`src/rtl/sum_n_arbiter.sv`:
```
// sum_n_arbiter: round-robin arbiter sharing one sum_N unit among NREQ requesters.
// Define SUM_ARB_TIMEOUT_EN to abort a WAIT that lasts TIMEOUT cycles (rsp_err flags it).
module sum_n_arbiter #(
  parameter int NREQ    = 4,
  parameter int N_W     = 3,
  parameter int S_W     = 5,
  parameter int TIMEOUT = 31
) (
  input  logic                clk,
  input  logic                reset,
  input  logic [NREQ-1:0]     req,
  input  logic [NREQ*N_W-1:0] req_n,
  output logic [NREQ-1:0]     gnt,
  output logic [NREQ-1:0]     rsp_valid,
  output logic [S_W-1:0]      rsp_sum,
  output logic                rsp_err,
  output logic                busy,
  output logic [N_W-1:0]      unit_n,
  output logic                unit_n_valid,
  output logic                unit_ack,
  input  logic [S_W-1:0]      unit_sum,
  input  logic                unit_sum_valid
);
  localparam int I_W = $clog2(NREQ);
  typedef enum logic [1:0] {IDLE, ISSUE, WAIT, ACK} state_t;
  state_t state_q, state_d;
  logic [I_W-1:0] rr_q, rr_d, idx_q, idx_d, win_idx, j;
  logic [N_W-1:0] req_n_a [NREQ];
  logic [N_W-1:0] win_n, unit_n_q, unit_n_d;
  logic [NREQ-1:0] gnt_q, gnt_d, rsp_valid_q, rsp_valid_d;
  logic [S_W-1:0] rsp_sum_q, rsp_sum_d;
  logic win_found, start, bypass, done, tmo;
  logic rsp_err_q, rsp_err_d, busy_q, unit_n_valid_q, unit_ack_q;
  if (NREQ < 2 || NREQ > 8 || TIMEOUT < 2) begin : g_param_chk
    $error("sum_n_arbiter: NREQ must be 2..8 and TIMEOUT >= 2");
  end
  for (genvar g = 0; g < NREQ; g++) begin : g_slice
    assign req_n_a[g] = req_n[g*N_W +: N_W];
  end
  always_comb begin
    win_found = 1'b0;
    win_idx = '0;
    j = '0;
    for (int k = NREQ - 1; k >= 0; k--) begin
      j = I_W'((int'(rr_q) + k) % NREQ);
      win_idx = req[j] ? j : win_idx;
      win_found = win_found | req[j];
    end
  end
  assign win_n = req_n_a[win_idx];
  // No arbitration while a bypass response is out: its requester still holds req.
  assign start = state_q == IDLE && win_found && rsp_valid_q == '0;
  assign bypass = start && win_n == '0;
  assign done = state_q == WAIT && (unit_sum_valid || tmo);
`ifdef SUM_ARB_TIMEOUT_EN
  localparam int C_W = $clog2(TIMEOUT + 1);
  logic [C_W-1:0] cnt_q;
  assign tmo = state_q == WAIT && cnt_q == C_W'(TIMEOUT - 1);
  assign rsp_err_d = done && !unit_sum_valid;
  always_ff @(posedge clk or posedge reset)
    if (reset) cnt_q <= '0;
    else cnt_q <= state_q == WAIT ? cnt_q + C_W'(1) : '0;
`else
  assign tmo = 1'b0;
  assign rsp_err_d = 1'b0;
`endif
  always_comb begin
    state_d = state_q == IDLE  ? ((start && !bypass) ? ISSUE : IDLE)
            : state_q == ISSUE ? WAIT
            : state_q == WAIT  ? (done ? ACK : WAIT)
            : IDLE;
  end
  always_comb begin
    idx_d = start ? win_idx : idx_q;
    unit_n_d = (start && !bypass) ? win_n : unit_n_q;
    gnt_d = (bypass || state_d != IDLE) ? NREQ'(1) << idx_d : '0;
    rsp_valid_d = (bypass || done) ? NREQ'(1) << idx_d : '0;
    rsp_sum_d = done ? (unit_sum_valid ? unit_sum : '0) : bypass ? '0 : rsp_sum_q;
    rr_d = bypass ? (win_idx == I_W'(NREQ - 1) ? '0 : win_idx + I_W'(1))
         : state_q == ACK ? (idx_q == I_W'(NREQ - 1) ? '0 : idx_q + I_W'(1))
         : rr_q;
  end
  always_ff @(posedge clk or posedge reset) begin
    if (reset) begin
      state_q <= IDLE;
      rr_q <= '0;
      idx_q <= '0;
      gnt_q <= '0;
      rsp_valid_q <= '0;
      rsp_sum_q <= '0;
      rsp_err_q <= 1'b0;
      busy_q <= 1'b0;
      unit_n_q <= '0;
      unit_n_valid_q <= 1'b0;
      unit_ack_q <= 1'b0;
    end else begin
      state_q <= state_d;
      rr_q <= rr_d;
      idx_q <= idx_d;
      gnt_q <= gnt_d;
      rsp_valid_q <= rsp_valid_d;
      rsp_sum_q <= rsp_sum_d;
      rsp_err_q <= rsp_err_d;
      busy_q <= state_d != IDLE;
      unit_n_q <= unit_n_d;
      unit_n_valid_q <= state_d == ISSUE;
      unit_ack_q <= state_d == ACK;
    end
  end
  assign gnt = gnt_q;
  assign rsp_valid = rsp_valid_q;
  assign rsp_sum = rsp_sum_q;
  assign rsp_err = rsp_err_q;
  assign busy = busy_q;
  assign unit_n = unit_n_q;
  assign unit_n_valid = unit_n_valid_q;
  assign unit_ack = unit_ack_q;
endmodule

```
`config.mk`:
```
export PLATFORM = sky130hd
export DESIGN_NAME = sum_n_arbiter
export DESIGN_NICKNAME = d
export VERILOG_FILES = /design/src/rtl/sum_n_arbiter.sv
export SDC_FILE = /design/constraint.sdc
export NUM_CORES = 1
export LEC_CHECK = 0
export ABC_AREA = 1
export BUFFER_PORTS_ARGS = -buffer_cell sky130_fd_sc_hd__buf_2
export CAP_MARGIN = 20
export CORE_MARGIN = 2
export CORE_UTILIZATION = 50
export CTS_CLUSTER_SIZE = 40
export DETAILED_ROUTE_END_ITERATION = 16
export GPL_TIMING_DRIVEN = 0
export PLACE_DENSITY = 0.78
export SLEW_MARGIN = 10
export SYNTH_ARGS = -nofsm -noshare
export SYNTH_HDL_FRONTEND = slang
export SYNTH_SLANG_ARGS = --single-unit
```
`constraint.sdc`:
```
create_clock -name clk -period 2.45 [get_ports clk]
set_input_delay 0.49 -clock clk [delete_from_list [all_inputs] [get_ports clk]]
set_output_delay 0.49 -clock clk [all_outputs]
set_load 0.005 [all_outputs]
```
==> results.json <==
{
  "status": "complete, no violations",
  "drcViolationCount": 0,
  "ys_types": 27,
  "dieArea_mm2": 0.00329,
  "port_buffers": 42,
  "dp_hpwl_mm": 2.15,
  "p_clk_share_pct": 6.9,
  "fmax_mhz": 468,
  "area_delta_synth_final_pct": 19.9,
  "cts_buffers": 3,
  "min_period_ns": 2.14,
  "core_area_mm2": 0.00273,
  "p_leak_nw": 0.990,
  "start_kind": "flip-flop",
  "cp-end-kind": "flip-flop",
  "clock_latency_ns": 0.32,
  "switchingPower_mw": 1.27,
  "via_per_inst": 4.79,
  "critPathArrivalTime_ns": 2.36,
  "internal_power_mw": 1.25,
  "cts_sinks": 25,
  "wl_per_cell_um": 10.5,
  "first_global_vias": 1186,
  "grt_pass1_wl_mm": 4.72,
  "worst_ep_required_time_ns": 2.67,
  "maxCapViolCount": 0,
  "cts_max_level": 1,
  "finalPower_mw": 2.52,
  "max_slew_margin_pct": 41.7,
  "gp_congestion": 0.850,
  "seq_area_um2": 626,
  "initial_core_util_pct": 52.1,
  "drtAntennaViolNets": 0,
  "ctsHoldBuffers": 0,
  "multi_input_area_um2": 703,
  "postSynthCellCount": 180,
  "n_fill_cell": 263,
  "hold_violations": 0,
  "num_rows": 19,
  "cts_root_buffer": "clkbuf_4",
  "initialDrtViolationCount": 62,
  "wirelength_mm": 2.70,
  "reg2reg_depth": 17,
  "ioPinCount": 44,
  "cts.path.max_buffers": 2,
  "dr.pass1.iters": 4,
  "tns_ns": 0,
  "hold_ws_ns": 0.335,
  "tightestPinTransition_ns": 0.874,
  "grt_max_degree": 26,
  "syn_nets": 210,
  "crit_type": "reg2reg",
  "rsz0062_at_grt": "false",
  "worstPathMaxFanout": 9,
  "drive_gt1_share_pct": 32.7,
  "cts_tree": "yes",
  "peakVddDrop_v": 0.000855,
  "period_share_pct": 87.3,
  "slew_viol_final": 0,
  "netlist_area_mm2": 0.00143,
  "dieHeight_um": 57.4,
  "setup-violations-final": 0,
  "clk_pin_slew_worst_paths_ns": 0.12,
  "min_path_type": "in2async",
  "seqPwrFrac_pct": 27.3,
  "comb_power_share_pct": 65.9,
  "die_w_um": 57.4,
  "n_antenna_cell": 0,
  "switching_share_pct": 50.5,
  "antenna_found_initial": 0,
  "yosysWarnings": 0,
  "ys_seq_elements": 25,
  "synth_seq_area_share_pct": 43.9,
  "syn_area_per_cell_um2": 7.92,
  "power_density_mw_per_mm2": 1470,
  "grt.overflow.total": 0,
  "fin_skew_ns": 0.00483,
  "track_usage_pct": 18.3,
  "via_count": 1231,
  "postCtsSetupBuffers": 0,
  "fin_nets": 257
}
power by group through the flow:
stage | sequential [mW] | combinational [mW] | clock (mW)
floorplan | 0.703 | 1.23 | 0
global placement | 0.695 | 1.60 | 0
detailed placement | 0.695 | 1.64 | 0
CTS | 0.689 | 1.66 | 0.179
global route | 0.709 | 1.91 | 0.194
finish | 0.687 | 1.66 | 0.173
worst max-delay path: stages, from the launching register on:
cell and delay, ns:
dfrtp_1 0.40, buf_6 0.14, inv_4 0.07, nand2_1 0.06, nand2_2 0.09, inv_2 0.04
nand2_2 0.08, nand3_1 0.10, nor2_2 0.13, nor2_1 0.06, nor2_2 0.13, nand3_1 0.11
nand2_2 0.12, nand3_4 0.10, nand2_4 0.11, nand3_2 0.11, nor2_4 0.14, nor2_1 0.05
stage by stage:
| stage | cells | setup WS, ns | area [um^2] | utilization (%) |
|---|---|---|---|---|
| 2_1_floorplan | 180 | 0.530 | 1430 | - |
| 3_3_place_gp | 253 | 0.208 | 1670 | 61.2 |
| 3_5_place_dp | 253 | 0.168 | 1670 | 61.2 |
| 4_1_cts | 257 | 0.222 | 1700 | 62.2 |
| 5_1_grt | 257 | 0.0477 | 1710 | 62.5 |
| 6_report | 257 | 0.312 | 1710 | 62.5 |
path summary, 6_finish.rpt:
path	from	to	slack, ns
setup / recovery	rr_q[0]$_DFFE_PP0P_	gnt[2]$_DFF_PP0_	0.31
hold / removal	reset	rsp_sum[3]$_DFFE_PP0N_	0.33
setup reg to reg	rr_q[0]$_DFFE_PP0P_	gnt[2]$_DFF_PP0_	0.31
hold reg to reg	rsp_sum[1]$_DFFE_PP0N_	rsp_sum[1]$_DFFE_PP0N_	0.49
max in group asynchronous	reset	unit_ack$_DFF_PP0_	1.58
min in group clk	unit_sum[3]	rsp_sum[3]$_DFFE_PP0N_	0.36
per-layer routing:
layer | track usage (%) | wire length (um)
met4 | 7.97 | 53
met5 | 0 | 0
met2 | 33.3 | 1320
met1 | 22.1 | 1220
met3 | 1.36 | 113
cell usage after synthesis, drive strengths merged:
cell     n  area share, %
o21ai    8            3.1
a21oi    2           0.70
nand4    3            1.3
nand3   23             10
nor4     1           0.44
ha       6            5.3
clkinv   1           0.26
nor2    20            6.7
or2      3            1.3
dfrtp   25             44
inv     21            5.7
nand2   63             19
conb     1           0.26
o21a     1           0.53
buf      2            1.3
logic make-up (layout without fill, tap and decap cells):
group / after synthesis / in the layout / share of synthesized area [%]
flip-flops: 25 / 25 / 43.9
AND/OR/NAND/NOR: 113 / 113 / 39.0
adder cells (fa/ha/maj): 6 / 6 / 5.27
buffers and inverters: 24 / 70 / 7.29
other: 1 / 1 / 0.263
AO/OA/AOI/OAI: 11 / 11 / 4.30
repair_timing:
| action | CTS | global route |
|---|---|---|
| gates resized for setup | 0 | 2 |
| endpoints found under the hold margin | 0 | 0 |
| endpoints found under the setup margin | 0 | 4 |
placed cells by master, fill, tap and decap left out, types with 3 or more instances in the layout:
cell      instances
inv_1            16
nand2_2           7
o21ai_0           4
nand3_1          18
buf_2            42
nor2_4            3
inv_2             4
nor2_1           15
ha_1              6
clkbuf_4          3
o21ai_1           3
nand4_1           3
dfrtp_1          25
nand3_2           4
nand2_1          54
layout make-up:
type                            count  share of cell area [%]
Multi-Input combinational cell    131                    41.1
Clock buffer                        3                    1.32
Sequential cell                    25                    36.6
Buffer                              2                    1.10
Timing Repair Buffer               42                    12.3
Inverter                           22                    4.98
Tap cell                           31                    2.27
Clock inverter                      1                   0.293
registers in the layout, summed over array words and instances (netlist names):
signal and cells:
rsp_sum 5, gnt 4, rsp_valid 4, unit_n 3
idx_q 2, rr_q 2, state_q 2, busy 1
unit_ack 1, unit_n_valid 1
Note: power is estimated with default switching activity, not from simulation.
